### config.mk
export PLATFORM = sky130hd
export DESIGN_NAME = sm_display_scan_ctrl
export DESIGN_NICKNAME = d
export VERILOG_FILES = /design/src/rtl/sm_display_scan_ctrl.sv
export SDC_FILE = /design/constraint.sdc
export NUM_CORES = 1
export LEC_CHECK = 0
export ABC_AREA = 1
export CORE_MARGIN = 3
export CORE_UTILIZATION = 30
export DETAILED_ROUTE_END_ITERATION = 10
export DONT_BUFFER_PORTS = 1
export GPL_TIMING_DRIVEN = 0
export PLACE_DENSITY_LB_ADDON = 0.25
export REMOVE_ABC_BUFFERS = 1
export SLEW_MARGIN = 0
export SYNTH_ARGS = -nofsm -noshare
export SYNTH_HDL_FRONTEND = slang
export SYNTH_SLANG_ARGS = --single-unit
### constraint.sdc
create_clock -name clk -period 5.03 [get_ports clk]
set_input_delay 1.006 -clock clk [delete_from_list [all_inputs] [get_ports clk]]
set_output_delay 1.006 -clock clk [all_outputs]
set_load 0.005 [all_outputs]
### src/rtl/sm_display_scan_ctrl.sv
// Multiplexed 7-segment scan controller: prescaled tick, 16-phase dwell per digit
// with blank/on/off windows, and a double-buffered frame update committed at frame boundaries.
module sm_display_scan_ctrl #(
    parameter int unsigned DIGITS = 3,
    parameter int unsigned DIV_W  = 16,
    parameter int unsigned BLANK  = 4
) (
    input  logic                  clk,
    input  logic                  rst,
    input  logic [DIV_W-1:0]      div_i,
    input  logic [3:0]            bright_i,
    input  logic                  upd_valid_i,
    input  logic [7*DIGITS-1:0]   upd_data_i,
    output logic                  upd_ready_o,
    output logic [6:0]            seg_o,
    output logic [DIGITS-1:0]     digit_o,
    output logic                  frame_o
);

    localparam int unsigned IDX_W  = (DIGITS > 1) ? $clog2(DIGITS) : 1;
    localparam int unsigned DATA_W = 7 * DIGITS;
    localparam logic [IDX_W-1:0] LAST_IDX = IDX_W'(DIGITS - 1);
    localparam logic [4:0] BLANK_PH = 5'(BLANK);

    typedef enum logic [1:0] {ST_BLANK, ST_ON, ST_OFF} state_t;

    logic [DIV_W-1:0]  presc;
    logic [3:0]        phase;
    logic [IDX_W-1:0]  idx;
    state_t            state;
    logic [DATA_W-1:0] shadow;
    logic [DATA_W-1:0] pending;
    logic              pend_full;

    logic              tick;
    logic              last_phase;
    logic              boundary;
    logic              accept;
    logic              commit;
    logic              full_nxt;
    logic [3:0]        phase_nxt;
    logic [IDX_W-1:0]  idx_nxt;
    logic [4:0]        on_end;
    state_t            state_nxt;
    logic [6:0]        cur_pat;
    logic [DIGITS-1:0] dig_on;

    // Tick, dwell sequencing and update-buffer decisions for this cycle
    always_comb begin
        tick       = (presc >= div_i);
        last_phase = (phase == 4'd15);
        boundary   = tick && last_phase && (idx == LAST_IDX);
        accept     = upd_valid_i && !pend_full;
        commit     = boundary && pend_full;
        full_nxt   = commit ? 1'b0 : (accept ? 1'b1 : pend_full);
        phase_nxt  = tick ? phase + 4'd1 : phase;
        idx_nxt    = idx;
        if (tick && last_phase) begin
            idx_nxt = (idx == LAST_IDX) ? '0 : idx + IDX_W'(1);
        end
        // 5-bit window end naturally clamps the ON window at phase 15
        on_end    = BLANK_PH + {1'b0, bright_i};
        state_nxt = ST_OFF;
        if ({1'b0, phase_nxt} < BLANK_PH) begin
            state_nxt = ST_BLANK;
        end else if ({1'b0, phase_nxt} < on_end) begin
            state_nxt = ST_ON;
        end
    end

    // Pattern and active-low select for the digit currently being scanned
    always_comb begin
        cur_pat = '0;
        dig_on  = '1;
        for (int unsigned k = 0; k < DIGITS; k++) begin
            if (idx == IDX_W'(k)) begin
                cur_pat   = shadow[7*k +: 7];
                dig_on[k] = 1'b0;
            end
        end
    end

    always_ff @(posedge clk) begin
        if (rst) begin
            presc       <= '0;
            phase       <= '0;
            idx         <= '0;
            state       <= ST_BLANK;
            shadow      <= '0;
            pending     <= '0;
            pend_full   <= 1'b0;
            upd_ready_o <= 1'b1;
            seg_o       <= 7'h7F;
            digit_o     <= '1;
            frame_o     <= 1'b0;
        end else begin
            presc     <= tick ? '0 : presc + DIV_W'(1);
            phase     <= phase_nxt;
            idx       <= idx_nxt;
            state     <= state_nxt;
            pend_full <= full_nxt;
            // A transfer landing on the boundary cycle is held for the next frame
            if (commit) begin
                shadow <= pending;
            end else if (accept) begin
                pending <= upd_data_i;
            end
            upd_ready_o <= !full_nxt;
            frame_o     <= boundary;
            if (state == ST_ON) begin
                seg_o   <= ~cur_pat;
                digit_o <= dig_on;
            end else begin
                seg_o   <= 7'h7F;
                digit_o <= '1;
            end
        end
    end

endmodule

==> flow_metrics.py <==
metrics = {
    "route": {
        "avgViaCountPerCell": 4.53,
        "num_vias": 2911,
        "ant_nets": 0,
        "routed_wl_um": 7640,
        "drc": 0,
        "drtPass1Iterations": 4,
        "wl_per_cell_um": 11.9,
        "drt-initial-drc-count": 108,
    },
    "clocking": {
        "clockBufferDepth": 2,
        "hold_buffers": 0,
        "cts_tree": "done",
        "cts.sinks": 79,
        "post_cts_buffers": 0,
        "cts-root-buf": "clkbuf_16",
        "clk_latency_ns": 0.34,
        "numCtsBuffers": 9,
        "clk_pin_slew_ns": 0.06,
        "htree_levels": 3,
        "cts_resized": 0,
    },
    "worst_setup_path": {
        "slowest_delay_ns": 0.31,
        "crit_required_ns": 5.31,
        "path_cells": "inv_1 > ha_1 > a21oi_1 > o21ai_1 > a21oi_2 > nand2_4 > nand2_1 > nand2_1 > inv_1 > ha_1 > a21o_1 > a22oi_1 > nand2_1 > nor2_1",
        "arrival_ns": 3.07,
        "cp-end-kind": "flip-flop",
        "cp_max_fo": 7,
        "crit_path_frequent_cell": "nand2_1",
        "r2r_end": "state[0]",
        "start_kind": "input pin",
        "worstSetupPathType": "in -> reg",
        "reg2reg_slack_ns": 2.56,
        "slowest_stage": "ha_1",
        "r2r_start": "presc[11]",
        "rr_worst_depth": 13,
    },
    "sta": {
        "worst_slack_ns": 2.24,
        "finalSetupViolCount": 0,
        "worst_pin_slew_ns": 0.849,
        "layout_min_cycle_time_ns": 2.79,
        "skew_ns": 0.00895,
        "relSlewSlack_pct": 43.3,
        "tns_ns": 0,
        "rsz0062_at_grt": "false",
        "fmax_mhz": 359,
        "hold_viol_final": 0,
        "report.final.slew_viol_count": 0,
        "fin_crit_sh_pct": 55.4,
    },
    "placement": {
        "port-buffer-count": 0,
        "dp_hpwl_um": 5290,
        "place.gp.congestion": 0.823,
        "place_ws_ns": 1.63,
    },
    "yosys": {
        "synth_edf_count": 0,
        "synthFlopType": "dfxtp_1",
        "synth_top_family_by_area": "simple AND/OR/NAND/NOR gates",
        "netlist_instances": 496,
        "synth.area.mux_share_pct": 0,
        "synth-async-reset-ratio_pct": 0,
        "synth_top_area_share_pct": 43.8,
        "yosys.area_share.simple_pct": 27.3,
        "yosys.cell_types.count": 34,
        "syn_area_per_cell_um2": 7.28,
        "synth_xor_area_share_pct": 2.18,
        "yosys_warnings": 0,
        "yosys_register_bits": 79,
        "synth_fa_ha_area_share_pct": 7.63,
        "synth_area_leaders": "dfxtp_1 (44%), nor2_1 (13%), nand2_1 (9.0%)",
        "syn-cell-area_um2": 3610,
        "synth_most_common_cell": "nor2_1",
        "synth_compound_area_share_pct": 9.25,
        "synth_area_leader_cell": "dfxtp_1",
        "netlist_top_cells_count": "nor2_1 (122), nand2_1 (87), dfxtp_1 (79), inv_1 (72), o21ai_0 (34)",
        "synth-seq-area-share_pct": 43.8,
    },
    "layout": {
        "final_nets": 560,
        "drive_gt1_share_pct": 5.01,
        "antenna_cells": 0,
        "syn_to_final_growth_pct": 12.0,
    },
    "power_and_ir_drop": {
        "pwr_density_cell_nw_per_um2": 340,
        "power.leakage_nw": 1.95,
        "ir_drop_mv": 0.202,
    },
    "global_route": {
        "grt_max_degree": 49,
        "track_usage_pct": 12.2,
        "overflow": 0,
        "grt_first_pass_wirelength_um": 12700,
        "grt_pass1_vias": 2773,
        "grt_antenna_before_repair": 0,
    },
    "floorplan": {
        "rows": 39,
        "die_h_um": 116,
        "initial_utilization_pct": 31.2,
        "coreArea_um2": 11600,
        "dieArea_um2": 13400,
        "pin_count": 56,
        "die_x_um": 116,
    },
    "worst_hold_path": {
        "holdCritPathClass": "reg -> reg",
        "hold_start": "presc[0]",
        "holdPathStages": 1,
        "holdPathEnd": "presc[0]",
    },
    "flow_run": {
        "drv_cap": 0,
    },
    "outcome": {
        "status": "finished clean",
    },
}
==> worst max-delay path: cells and delay by family <==
family,cells,cell delay (ns)
buffers and inverters,2,0.10
adder cells (fa/ha/maj),2,0.54
AO/OA/AOI/OAI,5,0.94
AND/OR/NAND/NOR,5,0.46
==> registers in the layout, indices dropped and copies added, names as in the netlist, 2 cells and up <==
signal	count
seg_o	7
shadow	21
pending	21
state	2
digit_o	3
idx	2
presc	16
phase	4
==> logic make-up (layout without fill, tap and decap cells) <==
kind of cell             count (synthesis)  after routing
flip-flops                              79             79
AND/OR/NAND/NOR                        239            239
AO/OA/AOI/OAI                           60             60
XOR/XNOR                                 9              9
adder cells (fa/ha/maj)                 22             22
buffers and inverters                   87             90
==> layer usage <==
| layer | share of wire [%] | global-route usage, % | up-vias |
|---|---|---|---|
| met5 | 0 | 0 | - |
| met4 | 2.0 | 5.57 | 0 |
| met3 | 5.3 | 4.13 | 11 |
| met2 | 42 | 18.0 | 52 |
| met1 | 51 | 16.2 | 1308 |
| li1 | - | - | 1540 |
==> report_power, final <==
group,internal [mW],switching (mW)
logic,0.0205,0.0385
registers,0.642,0.00880
clock network,0.390,0.277
==> worst max-delay path by stage <==
stage | startpoint | to | slack [ns] | depth (start not counted)
floorplan | div_i[11] | state[1] | 2.19 | 12
global placement | upd_valid_i | pending[11] | 1.67 | 5
detailed placement | upd_valid_i | pending[11] | 1.63 | 5
CTS | upd_valid_i | pending[11] | 2.03 | 5
global route | div_i[11] | state[0] | 1.96 | 13
finish | div_i[11] | state[0] | 2.24 | 14
==> cells in the final DEF (no fill, tap or decap), types with 3 or more instances in the layout <==
cell type	Yosys	routed
nor2_1	122	121
nand2_1	87	87
dfxtp_1	79	79
inv_1	72	71
o21ai_0	34	34
ha_1	22	22
a21oi_1	13	13
clkbuf_16	0	9
nor3_1	8	8
nand3_1	8	8
xor2_1	6	6
nand4_1	5	5
o22ai_1	4	4
xnor2_1	3	3
inv_6	0	3
==> metrics by stage <==
stage	hold slack (ns)	instances	total power, mW	cell area, um^2	util, %
floorplan	0.430	482	0.705	3530	-
global placement	0.447	625	0.719	3710	32.1
detailed placement	0.462	625	0.722	3710	32.1
CTS	0.476	641	1.40	4010	34.7
global route	0.502	642	1.44	4040	35.0
finish	0.468	642	1.38	4040	35.0
==> layout make-up <==
| type | count | area, um^2 |
|---|---|---|
| repair buffers | 1 | 27.5 |
| clock buffers | 9 | 225 |
| fillers | 1228 | 7520 |
| multi-input cells | 330 | 1680 |
| flip-flops and latches | 79 | 1580 |
| clock inverters | 7 | 78.8 |
| inverters | 73 | 274 |
| well taps | 143 | 179 |
No activity file was read; power rests on OpenSTA's default activity.
